### config.mk
export PLATFORM = sky130hd
export DESIGN_NAME = add_round_key_stage_flat
export DESIGN_NICKNAME = d
export VERILOG_FILES = /design/src/rtl/add_round_key_stage_if.sv /design/src/rtl/add_round_key_stage.sv /design/src/flat_wrapper.sv
export SDC_FILE = /design/constraint.sdc
export NUM_CORES = 1
export LEC_CHECK = 0
export ABC_CLOCK_PERIOD_IN_PS = 13700
export CORE_MARGIN = 3
export CORE_UTILIZATION = 33
export CTS_CLUSTER_DIAMETER = 200
export DETAILED_ROUTE_END_ITERATION = 16
export RECOVER_POWER = 25
export SETUP_SLACK_MARGIN = 0.1
export SYNTH_ARGS = -nofsm -noshare
export SYNTH_HDL_FRONTEND = slang
export SYNTH_SLANG_ARGS = --single-unit
### constraint.sdc
create_clock -name clk -period 13.7 [get_ports clk]
set_input_delay 2.055 -clock clk [delete_from_list [all_inputs] [get_ports clk]]
set_output_delay 2.055 -clock clk [all_outputs]
set_load 0.05 [all_outputs]
### src/rtl/add_round_key_stage_if.sv
// Handshake bundle between the round datapath, the AddRoundKey stage and its consumer.
// The stage itself connects through the slave modport; the producer/consumer side uses master.
interface add_round_key_stage_if;
  logic         in_valid;
  logic         in_ready;
  logic [127:0] in_state;
  logic [127:0] in_key;
  logic         in_first;
  logic         out_valid;
  logic         out_ready;
  logic [127:0] out_state;
  logic [3:0]   out_round;
  logic         out_last;

  modport master (
    output in_valid, in_state, in_key, in_first, out_ready,
    input  in_ready, out_valid, out_state, out_round, out_last
  );

  modport slave (
    input  in_valid, in_state, in_key, in_first, out_ready,
    output in_ready, out_valid, out_state, out_round, out_last
  );
endinterface

### src/rtl/add_round_key_stage.sv
// AddRoundKey stage: XORs state with the round key, tags each beat with its round index,
// and buffers the results in a 2-entry in-order FIFO so that every output is registered.
module add_round_key_stage #(
  parameter int NR = 10
) (
  input  logic                    clk,
  input  logic                    rst,
  add_round_key_stage_if.slave    bus
);
  typedef struct packed {
    logic [127:0] data;
    logic [3:0]   round;
    logic         last;
  } entry_t;

  entry_t       mem_q [2];
  logic         wr_ptr_q;
  logic         rd_ptr_q;
  logic [1:0]   count_q;
  logic [1:0]   count_d;
  logic [3:0]   rnd_q;
  logic [3:0]   rnd_d;
  logic         ready_q;
  logic [127:0] xor_data;
  logic [3:0]   tag;
  logic         accept;
  logic         retire;

  genvar gi;
  generate
    for (gi = 0; gi < 16; gi++) begin : g_byte_xor
      assign xor_data[8*gi +: 8] = bus.in_state[8*gi +: 8] ^ bus.in_key[8*gi +: 8];
    end
  endgenerate

  assign accept = bus.in_valid & ready_q;
  assign retire = bus.out_ready & (count_q != 2'd0);

  always_comb begin
    tag     = bus.in_first ? 4'd0 : rnd_q;
    rnd_d   = rnd_q;
    count_d = count_q + {1'b0, accept} - {1'b0, retire};
    if (accept) begin
      rnd_d = (tag == 4'(NR)) ? 4'd0 : tag + 4'd1;
    end
  end

  // ready_q mirrors (count < 2) from the next count, so in_ready never sees out_ready
  // combinationally and stays low for the first cycle after reset release.
  always_ff @(posedge clk or posedge rst) begin
    if (rst) begin
      for (int i = 0; i < 2; i++) begin
        mem_q[i] <= '0;
      end
      wr_ptr_q <= 1'b0;
      rd_ptr_q <= 1'b0;
      count_q  <= 2'd0;
      rnd_q    <= 4'd0;
      ready_q  <= 1'b0;
    end else begin
      if (accept) begin
        mem_q[wr_ptr_q] <= '{data: xor_data, round: tag, last: (tag == 4'(NR))};
      end
      wr_ptr_q <= wr_ptr_q ^ accept;
      rd_ptr_q <= rd_ptr_q ^ retire;
      count_q  <= count_d;
      rnd_q    <= rnd_d;
      ready_q  <= (count_d != 2'd2);
    end
  end

  assign bus.in_ready  = ready_q;
  assign bus.out_valid = (count_q != 2'd0);
  assign bus.out_state = mem_q[rd_ptr_q].data;
  assign bus.out_round = mem_q[rd_ptr_q].round;
  assign bus.out_last  = mem_q[rd_ptr_q].last;
endmodule

### src/flat_wrapper.sv
// flat-port wrapper written by rule: the top's interface ports become plain ports
module add_round_key_stage_flat 
#(
  parameter int NR = 10
)
  (clk, rst, bus_in_valid, bus_in_state, bus_in_key, bus_in_first, bus_out_ready, bus_in_ready, bus_out_valid, bus_out_state, bus_out_round, bus_out_last);
  add_round_key_stage_if bus_i ();
  input  logic clk;
  input  logic rst;
  input wire logic [$bits(bus_i.in_valid)-1:0] bus_in_valid;
  input wire logic [$bits(bus_i.in_state)-1:0] bus_in_state;
  input wire logic [$bits(bus_i.in_key)-1:0] bus_in_key;
  input wire logic [$bits(bus_i.in_first)-1:0] bus_in_first;
  input wire logic [$bits(bus_i.out_ready)-1:0] bus_out_ready;
  output wire logic [$bits(bus_i.in_ready)-1:0] bus_in_ready;
  output wire logic [$bits(bus_i.out_valid)-1:0] bus_out_valid;
  output wire logic [$bits(bus_i.out_state)-1:0] bus_out_state;
  output wire logic [$bits(bus_i.out_round)-1:0] bus_out_round;
  output wire logic [$bits(bus_i.out_last)-1:0] bus_out_last;
  assign bus_i.in_valid = bus_in_valid;
  assign bus_i.in_state = bus_in_state;
  assign bus_i.in_key = bus_in_key;
  assign bus_i.in_first = bus_in_first;
  assign bus_i.out_ready = bus_out_ready;
  assign bus_in_ready = bus_i.in_ready;
  assign bus_out_valid = bus_i.out_valid;
  assign bus_out_state = bus_i.out_state;
  assign bus_out_round = bus_i.out_round;
  assign bus_out_last = bus_i.out_last;
  add_round_key_stage #(.NR(NR)) u_core (.clk(clk), .rst(rst), .bus(bus_i));
endmodule
# Yosys cells after proc, flatten, opt, wreduce, memory -nomap -nowiden
# Cells that the tools add are included.
# totals
reg_bits	275
inputBits	261
output_inout_bits	135
wordCells	51
# classes
n_addsub	3
order_cmp	3
eq_ne	2
muxes	8
n_bitwise	22
n_reduce_logical	2
# op_table
op	count
two-way mux 133 bit	4
bitwise mux 266 bit	1
demux 133 bit (select 1 bit)	1
bitwise XOR 8 bit	16
two-way mux 4 bit	2
adder 4 x 1 -> 4 bit (second input constant)	1
equality test 4 bit (second input constant)	1
greater-or-equal comparator 2 bit (second input constant)	2
NOT 1 -> 2 bit	2
adder 2 x 1 -> 2 bit	1
AND 1 bit	2
less-than comparator 2 x 1 -> 1 bit (second input constant)	1
!= test 2 bit (second input constant)	1
nonzero test 2 bit	1
subtractor 2 x 1 -> 2 bit	1
bitwise XOR 1 bit	2
logical AND 1 bit	1

# Depth between registers and ports, before layout
# depth
depth_word	6
ltp_mapped	8
mapped_depth_nobuf	8

# Worst setup path before layout
# No wires, ideal clock.
# synth_timing
kind	input to register
start	in bus_in_valid
end	reg u_core.mem_q[0] (netlist name)
setup_time_ns	0.125
arrival_time_ns	3.074
required_time_ns	13.575
path_slack_ns	10.501
stages	6
path_buffers	2
cell_sequence	nand2_1 > inv_1 > ha_1 > buf_2 > buf_2 > mux2_2
# synth_between
elab_chain_len	1
# synth_lines
item	line_no	source
from (decl)	flat_wrapper.sv:10	input wire logic [$bits(bus_i.in_valid)-1:0] bus_in_valid;
AND 1 bit	add_round_key_stage.sv:36	assign accept = bus.in_valid & ready_q;
named net u_core.accept	add_round_key_stage.sv:26	logic accept;
to (signal, indexed assignment)	add_round_key_stage.sv:62	mem_q[wr_ptr_q] <= '{data: xor_data, round: tag, last: (tag == 4'(NR))};
to (decl)	add_round_key_stage.sv:16	entry_t mem_q [2];
# The timed path passes the listed nets, and every way through them passes these cells.
# A chain may end at the register's enable or synchronous reset.

==> report_table.html <==
<table>
<tr><th>Metric</th><th>Value</th></tr>
<tr><th colspan="2">Yosys</th></tr>
<tr><td>Mux cell area share after synthesis</td><td>14.4%</td></tr>
<tr><td>Simple-gate share of the synthesized area</td><td>8.25%</td></tr>
<tr><td>Syn Inst Count</td><td>between 1000 and 1500</td></tr>
<tr><td>Area share of fa/ha/maj cells after synthesis</td><td>less than 1%</td></tr>
<tr><td>Synth Area in Compound Gates</td><td>between 10% and 20%</td></tr>
<tr><td>Largest area contributor in the netlist</td><td>dfrtp_1</td></tr>
<tr><td>Count of warnings emitted by yosys</td><td>0</td></tr>
<tr><td>Share of the synthesized area in the top cell type</td><td>53.9%</td></tr>
<tr><td>Xor/xnor share of the synthesized area</td><td>8.98%</td></tr>
<tr><td>Syn Nets</td><td>between 1000 and 1500</td></tr>
<tr><td>Summed instance area of the synthesized netlist</td><td>12800 sq um</td></tr>
<tr><td>Post-synthesis sequential area ratio</td><td>between 50 and 60%</td></tr>
<tr><td>FF+latch count, synth</td><td>275</td></tr>
<tr><td>Combinational family with the most area after synthesis</td><td>multiplexers</td></tr>
<tr><td>Ranking of synthesized cells by area</td><td>dfrtp_1 54%, a21oi_1 10%, xnor2_1 8.9%</td></tr>
<tr><td>Synth unique cells</td><td>26</td></tr>
<tr><td>Post-Synthesis Mean Instance Area</td><td>10.9 sq um</td></tr>
<tr><th colspan="2">Global routing</th></tr>
<tr><td>Pin count of the biggest net entering global routing</td><td>133</td></tr>
<tr><td>Global-route wire length before repair</td><td>just over 50000 microns</td></tr>
<tr><td>Initial antenna violation count</td><td>0</td></tr>
<tr><td>Vias in the first global route</td><td>9530</td></tr>
<tr><td>All-layer global routing usage</td><td>15.2%</td></tr>
<tr><td>Total congestion overflow after global routing</td><td>0</td></tr>
<tr><th colspan="2">Timing</th></tr>
<tr><td>Final WS setup</td><td>between 7 and 8 ns</td></tr>
<tr><td>Highest attainable clock frequency</td><td>0.151 GHz</td></tr>
<tr><td>Post-layout min period</td><td>6.64 ns</td></tr>
<tr><td>Setup violators final</td><td>0</td></tr>
<tr><td>Total negative slack</td><td>0 ns</td></tr>
<tr><td>Final number of hold-violating endpoints</td><td>0</td></tr>
<tr><td>Portion of the clock cycle consumed by the worst path in the final layout</td><td>48.5%</td></tr>
<tr><td>Unrepaired setup endpoints after global routing</td><td>no</td></tr>
<tr><td>Largest clock skew in the final design</td><td>0.0136 ns</td></tr>
<tr><td>Worst max-slew margin expressed relative to the limit</td><td>-294%</td></tr>
<tr><td>Measured slew at the worst slew-check pin</td><td>5.88 ns</td></tr>
<tr><td>Final-report max-slew violation count</td><td>269</td></tr>
<tr><th colspan="2">Floorplan</th></tr>
<tr><td>IO Pins</td><td>396</td></tr>
<tr><td>Floorplan die area</td><td>roughly 40000 sq um</td></tr>
<tr><td>Floorplan row count</td><td>a little over 70</td></tr>
<tr><td>Y dimension of the die</td><td>203 microns</td></tr>
<tr><td>Die span in x</td><td>203 microns</td></tr>
<tr><td>Initial core utilization</td><td>33.7%</td></tr>
<tr><td>Placeable core area</td><td>37900 sq um</td></tr>
<tr><th colspan="2">Setup path</th></tr>
<tr><td>WP data arrival</td><td>7.09 ns</td></tr>
<tr><td>Element type at the critical path start</td><td>primary input</td></tr>
<tr><td>Critical path type</td><td>primary input to async pin</td></tr>
<tr><td>Required @ worst endpoint</td><td>around 14 ns</td></tr>
<tr><td>Max FO, Critical Path</td><td>132</td></tr>
<tr><td>Critical path origin</td><td>rst</td></tr>
<tr><td>Reg2reg start</td><td>u_core.bus.in_ready</td></tr>
<tr><td>Capturing element type of the critical path</td><td>async pin</td></tr>
<tr><th colspan="2">Flow run</th></tr>
<tr><td>Max-capacitance violation count</td><td>3</td></tr>
<tr><th colspan="2">Clocking</th></tr>
<tr><td>Cts repair resizes</td><td>0</td></tr>
<tr><td>Number of buffers inserted during clock tree synthesis</td><td>30</td></tr>
<tr><td># hold bufs at CTS</td><td>0</td></tr>
<tr><td>Clock latency of the later-clocked register in the worst-skew pair</td><td>between 0.5 and 0.6 ns</td></tr>
<tr><td>Clock tree from TritonCTS</td><td>done</td></tr>
<tr><td>Number of buffers inserted to repair setup after CTS</td><td>0</td></tr>
<tr><td>Number of sinks driven by the clock tree</td><td>~280</td></tr>
<tr><td>Buffers from clock root to sink, at most</td><td>3</td></tr>
<tr><td>Clock tree root buffer cell</td><td>clkbuf_16</td></tr>
<tr><td>Clock edge transition at the registers on the reported setup and hold paths</td><td>0.06 ns</td></tr>
<tr><td>Number of H-tree levels</td><td>1</td></tr>
<tr><th colspan="2">Place</th></tr>
<tr><td>Final estimated routing congestion in global placement</td><td>0.714</td></tr>
<tr><td>Detailed placement HPWL</td><td>between 20000 and 25000 microns</td></tr>
<tr><td>Placement-stage worst setup slack</td><td>8.59 ns</td></tr>
<tr><td>Placed Cells</td><td>2010</td></tr>
<tr><td>Input/output buffers</td><td>395</td></tr>
<tr><th colspan="2">Min path</th></tr>
<tr><td>Hold path start</td><td>u_core.count_q[1]</td></tr>
<tr><td>Hold WC Path Type</td><td>register to register</td></tr>
<tr><th colspan="2">Route</th></tr>
<tr><td>Routed vias</td><td>~9400</td></tr>
<tr><td>WL per Instance</td><td>15.9 microns</td></tr>
<tr><td>Iteration-0 DRC count of the detailed router</td><td>487</td></tr>
<tr><td>Detail Route Antenna Nets</td><td>0</td></tr>
<tr><td>DRC violations left</td><td>0</td></tr>
<tr><td>WL final</td><td>~33000 microns</td></tr>
<tr><td>First-pass iteration count of the detailed router</td><td>4</td></tr>
<tr><td>Post-detailed-route via-to-cell ratio</td><td>4.58</td></tr>
<tr><th colspan="2">Run status</th></tr>
<tr><td>Status</td><td>finished, violations left</td></tr>
<tr><td>Failing checks</td><td>max-capacitance violations, max-slew violations</td></tr>
<tr><th colspan="2">Layout</th></tr>
<tr><td>Final Non-Filler Cells</td><td>just over 2000</td></tr>
<tr><td>Proportion of layout cells with a drive suffix above 1</td><td>roughly an eighth</td></tr>
<tr><td>Final layout net count</td><td>1796</td></tr>
<tr><td>Post-synthesis to final-layout area growth</td><td>40.8%</td></tr>
<tr><td>Final antenna diode count</td><td>0</td></tr>
<tr><td>Final core utilization</td><td>47.4%</td></tr>
<tr><th colspan="2">Power</th></tr>
<tr><td>Design internal power</td><td>about 2.8 mW</td></tr>
<tr><td>Power per cell area</td><td>roughly 290 nW/um^2</td></tr>
<tr><td>Switching share of power</td><td>45.2%</td></tr>
<tr><td>Fraction of power consumed by combinational cells</td><td>between 50 and 60%</td></tr>
<tr><td>VDD IR max</td><td>0.155 mV</td></tr>
<tr><td>Relative contribution of the clock network to total power</td><td>15.7%</td></tr>
<tr><td>Leakage component of the power</td><td>7.33 nW</td></tr>
<tr><td>Net switching power</td><td>about 2.3 mW</td></tr>
<tr><td>Fraction of power consumed by sequential logic</td><td>between 20% and 30%</td></tr>
<tr><td>Final Total Pwr</td><td>between 5 and 6 mW</td></tr>
</table>
==> flip-flops by register name, summed over array words and instances, names as in the netlist <==
register and count:
u_core.mem_q 266, u_core.rnd_q 4, u_core.count_q 2, u_core.bus.in_ready 1, u_core.rd_ptr_q 1, u_core.wr_ptr_q 1
==> path summary, 6_finish.rpt <==
path | endpoint | slack [ns] | depth (start not counted)
max | u_core.rd_ptr_q | 7.06 | 3
min reg2reg | u_core.count_q[1] | 0.49 | 1
max reg2reg | u_core.mem_q[1] | 9.59 | 5
max in group clk | u_core.mem_q[1] | 7.88 | 6
min | u_core.count_q[1] | 0.49 | 1
min in group asynchronous | u_core.mem_q[193] | 3.82 | 2
==> synthesized netlist by cell type (all sizes together) <==
| library cell | instances |
|---|---|
| dfrtp | 275 |
| a21oi | 257 |
| nor2 | 257 |
| mux2 | 143 |
| xnor2 | 130 |
| buf | 61 |
| clkbuf | 12 |
| inv | 7 |
| ha | 4 |
| nand2 | 3 |
| nor2b | 3 |
| o21ai | 3 |
| and2 | 2 |
| nand2b | 2 |
| o31ai | 2 |
| a221o | 1 |
| a31oi | 1 |
| and4b | 1 |
| mux2i | 1 |
| nand4 | 1 |
| nor3b | 1 |
| or2 | 1 |
| xor2 | 1 |
==> logic make-up after synthesis <==
| kind of cell | after synthesis |
|---|---|
| multiplexers | 144 |
| AND/OR/NAND/NOR | 271 |
| AO/OA/AOI/OAI | 264 |
| adder cells (fa/ha/maj) | 4 |
| XOR/XNOR | 131 |
| buffers and inverters | 80 |
| flip-flops | 275 |
==> layer usage <==
metal	routed length [microns]	vias up	track usage, %
li1	-	4644	-
met1	13900	4486	19.8
met2	15900	285	25.6
met3	2480	31	4.33
met4	456	0	2.99
met5	0	-	0
==> power by group through the flow <==
| stage | combinational [mW] | sequential (mW) | clock (mW) |
|---|---|---|---|
| 3_3_place_gp | 2.91 | 1.43 | 0 |
| 4_1_cts | 2.95 | 1.44 | 0.835 |
| 3_5_place_dp | 2.94 | 1.45 | 0 |
| 2_1_floorplan | 2.14 | 1.37 | 0 |
| 6_report | 2.90 | 1.44 | 0.808 |
| 5_1_grt | 3.10 | 1.49 | 0.872 |
==> layout by cell type (no fill, tap or decap), types with 2 or more instances in the layout <==
cell type and instances:
o21ai_0 3, nor2b_1 3, nand2b_1 2, clkbuf_1 8
clkbuf_16 31, buf_4 8, o31ai_1 2, xnor2_1 130
clkbuf_8 8, nand2_1 3, inv_1 6, bufinv_16 2
nor2_1 257, dfrtp_1 274, clkdlybuf4s50_1 392, a21oi_1 257
mux2_4 60, clkinv_2 4, ha_1 4, dlygate4sd3_1 3
mux2_2 83
==> cell type report <==
cell class	count	area, sq um
clock buffer	47	916
clock inverter	7	87.6
fill	3507	19900
inverter	7	27.5
multi-input combinational	814	5430
sequential	275	6890
tap	511	639
timing repair buffer	403	4010
==> worst max-delay path, stage by stage <==
cell and delay, ns:
dlygate4sd3_1 0.54, clkinvlp_2 3.27, buf_4 1.08
==> stage by stage <==
stage	hold slack, ns	area (sq um)
global route	0.522	18000
detailed placement	0.486	17000
global placement	0.483	17000
CTS	0.500	18000
finish	0.493	18000
floorplan	0.458	12800
(Power assumes the default switching activity.)
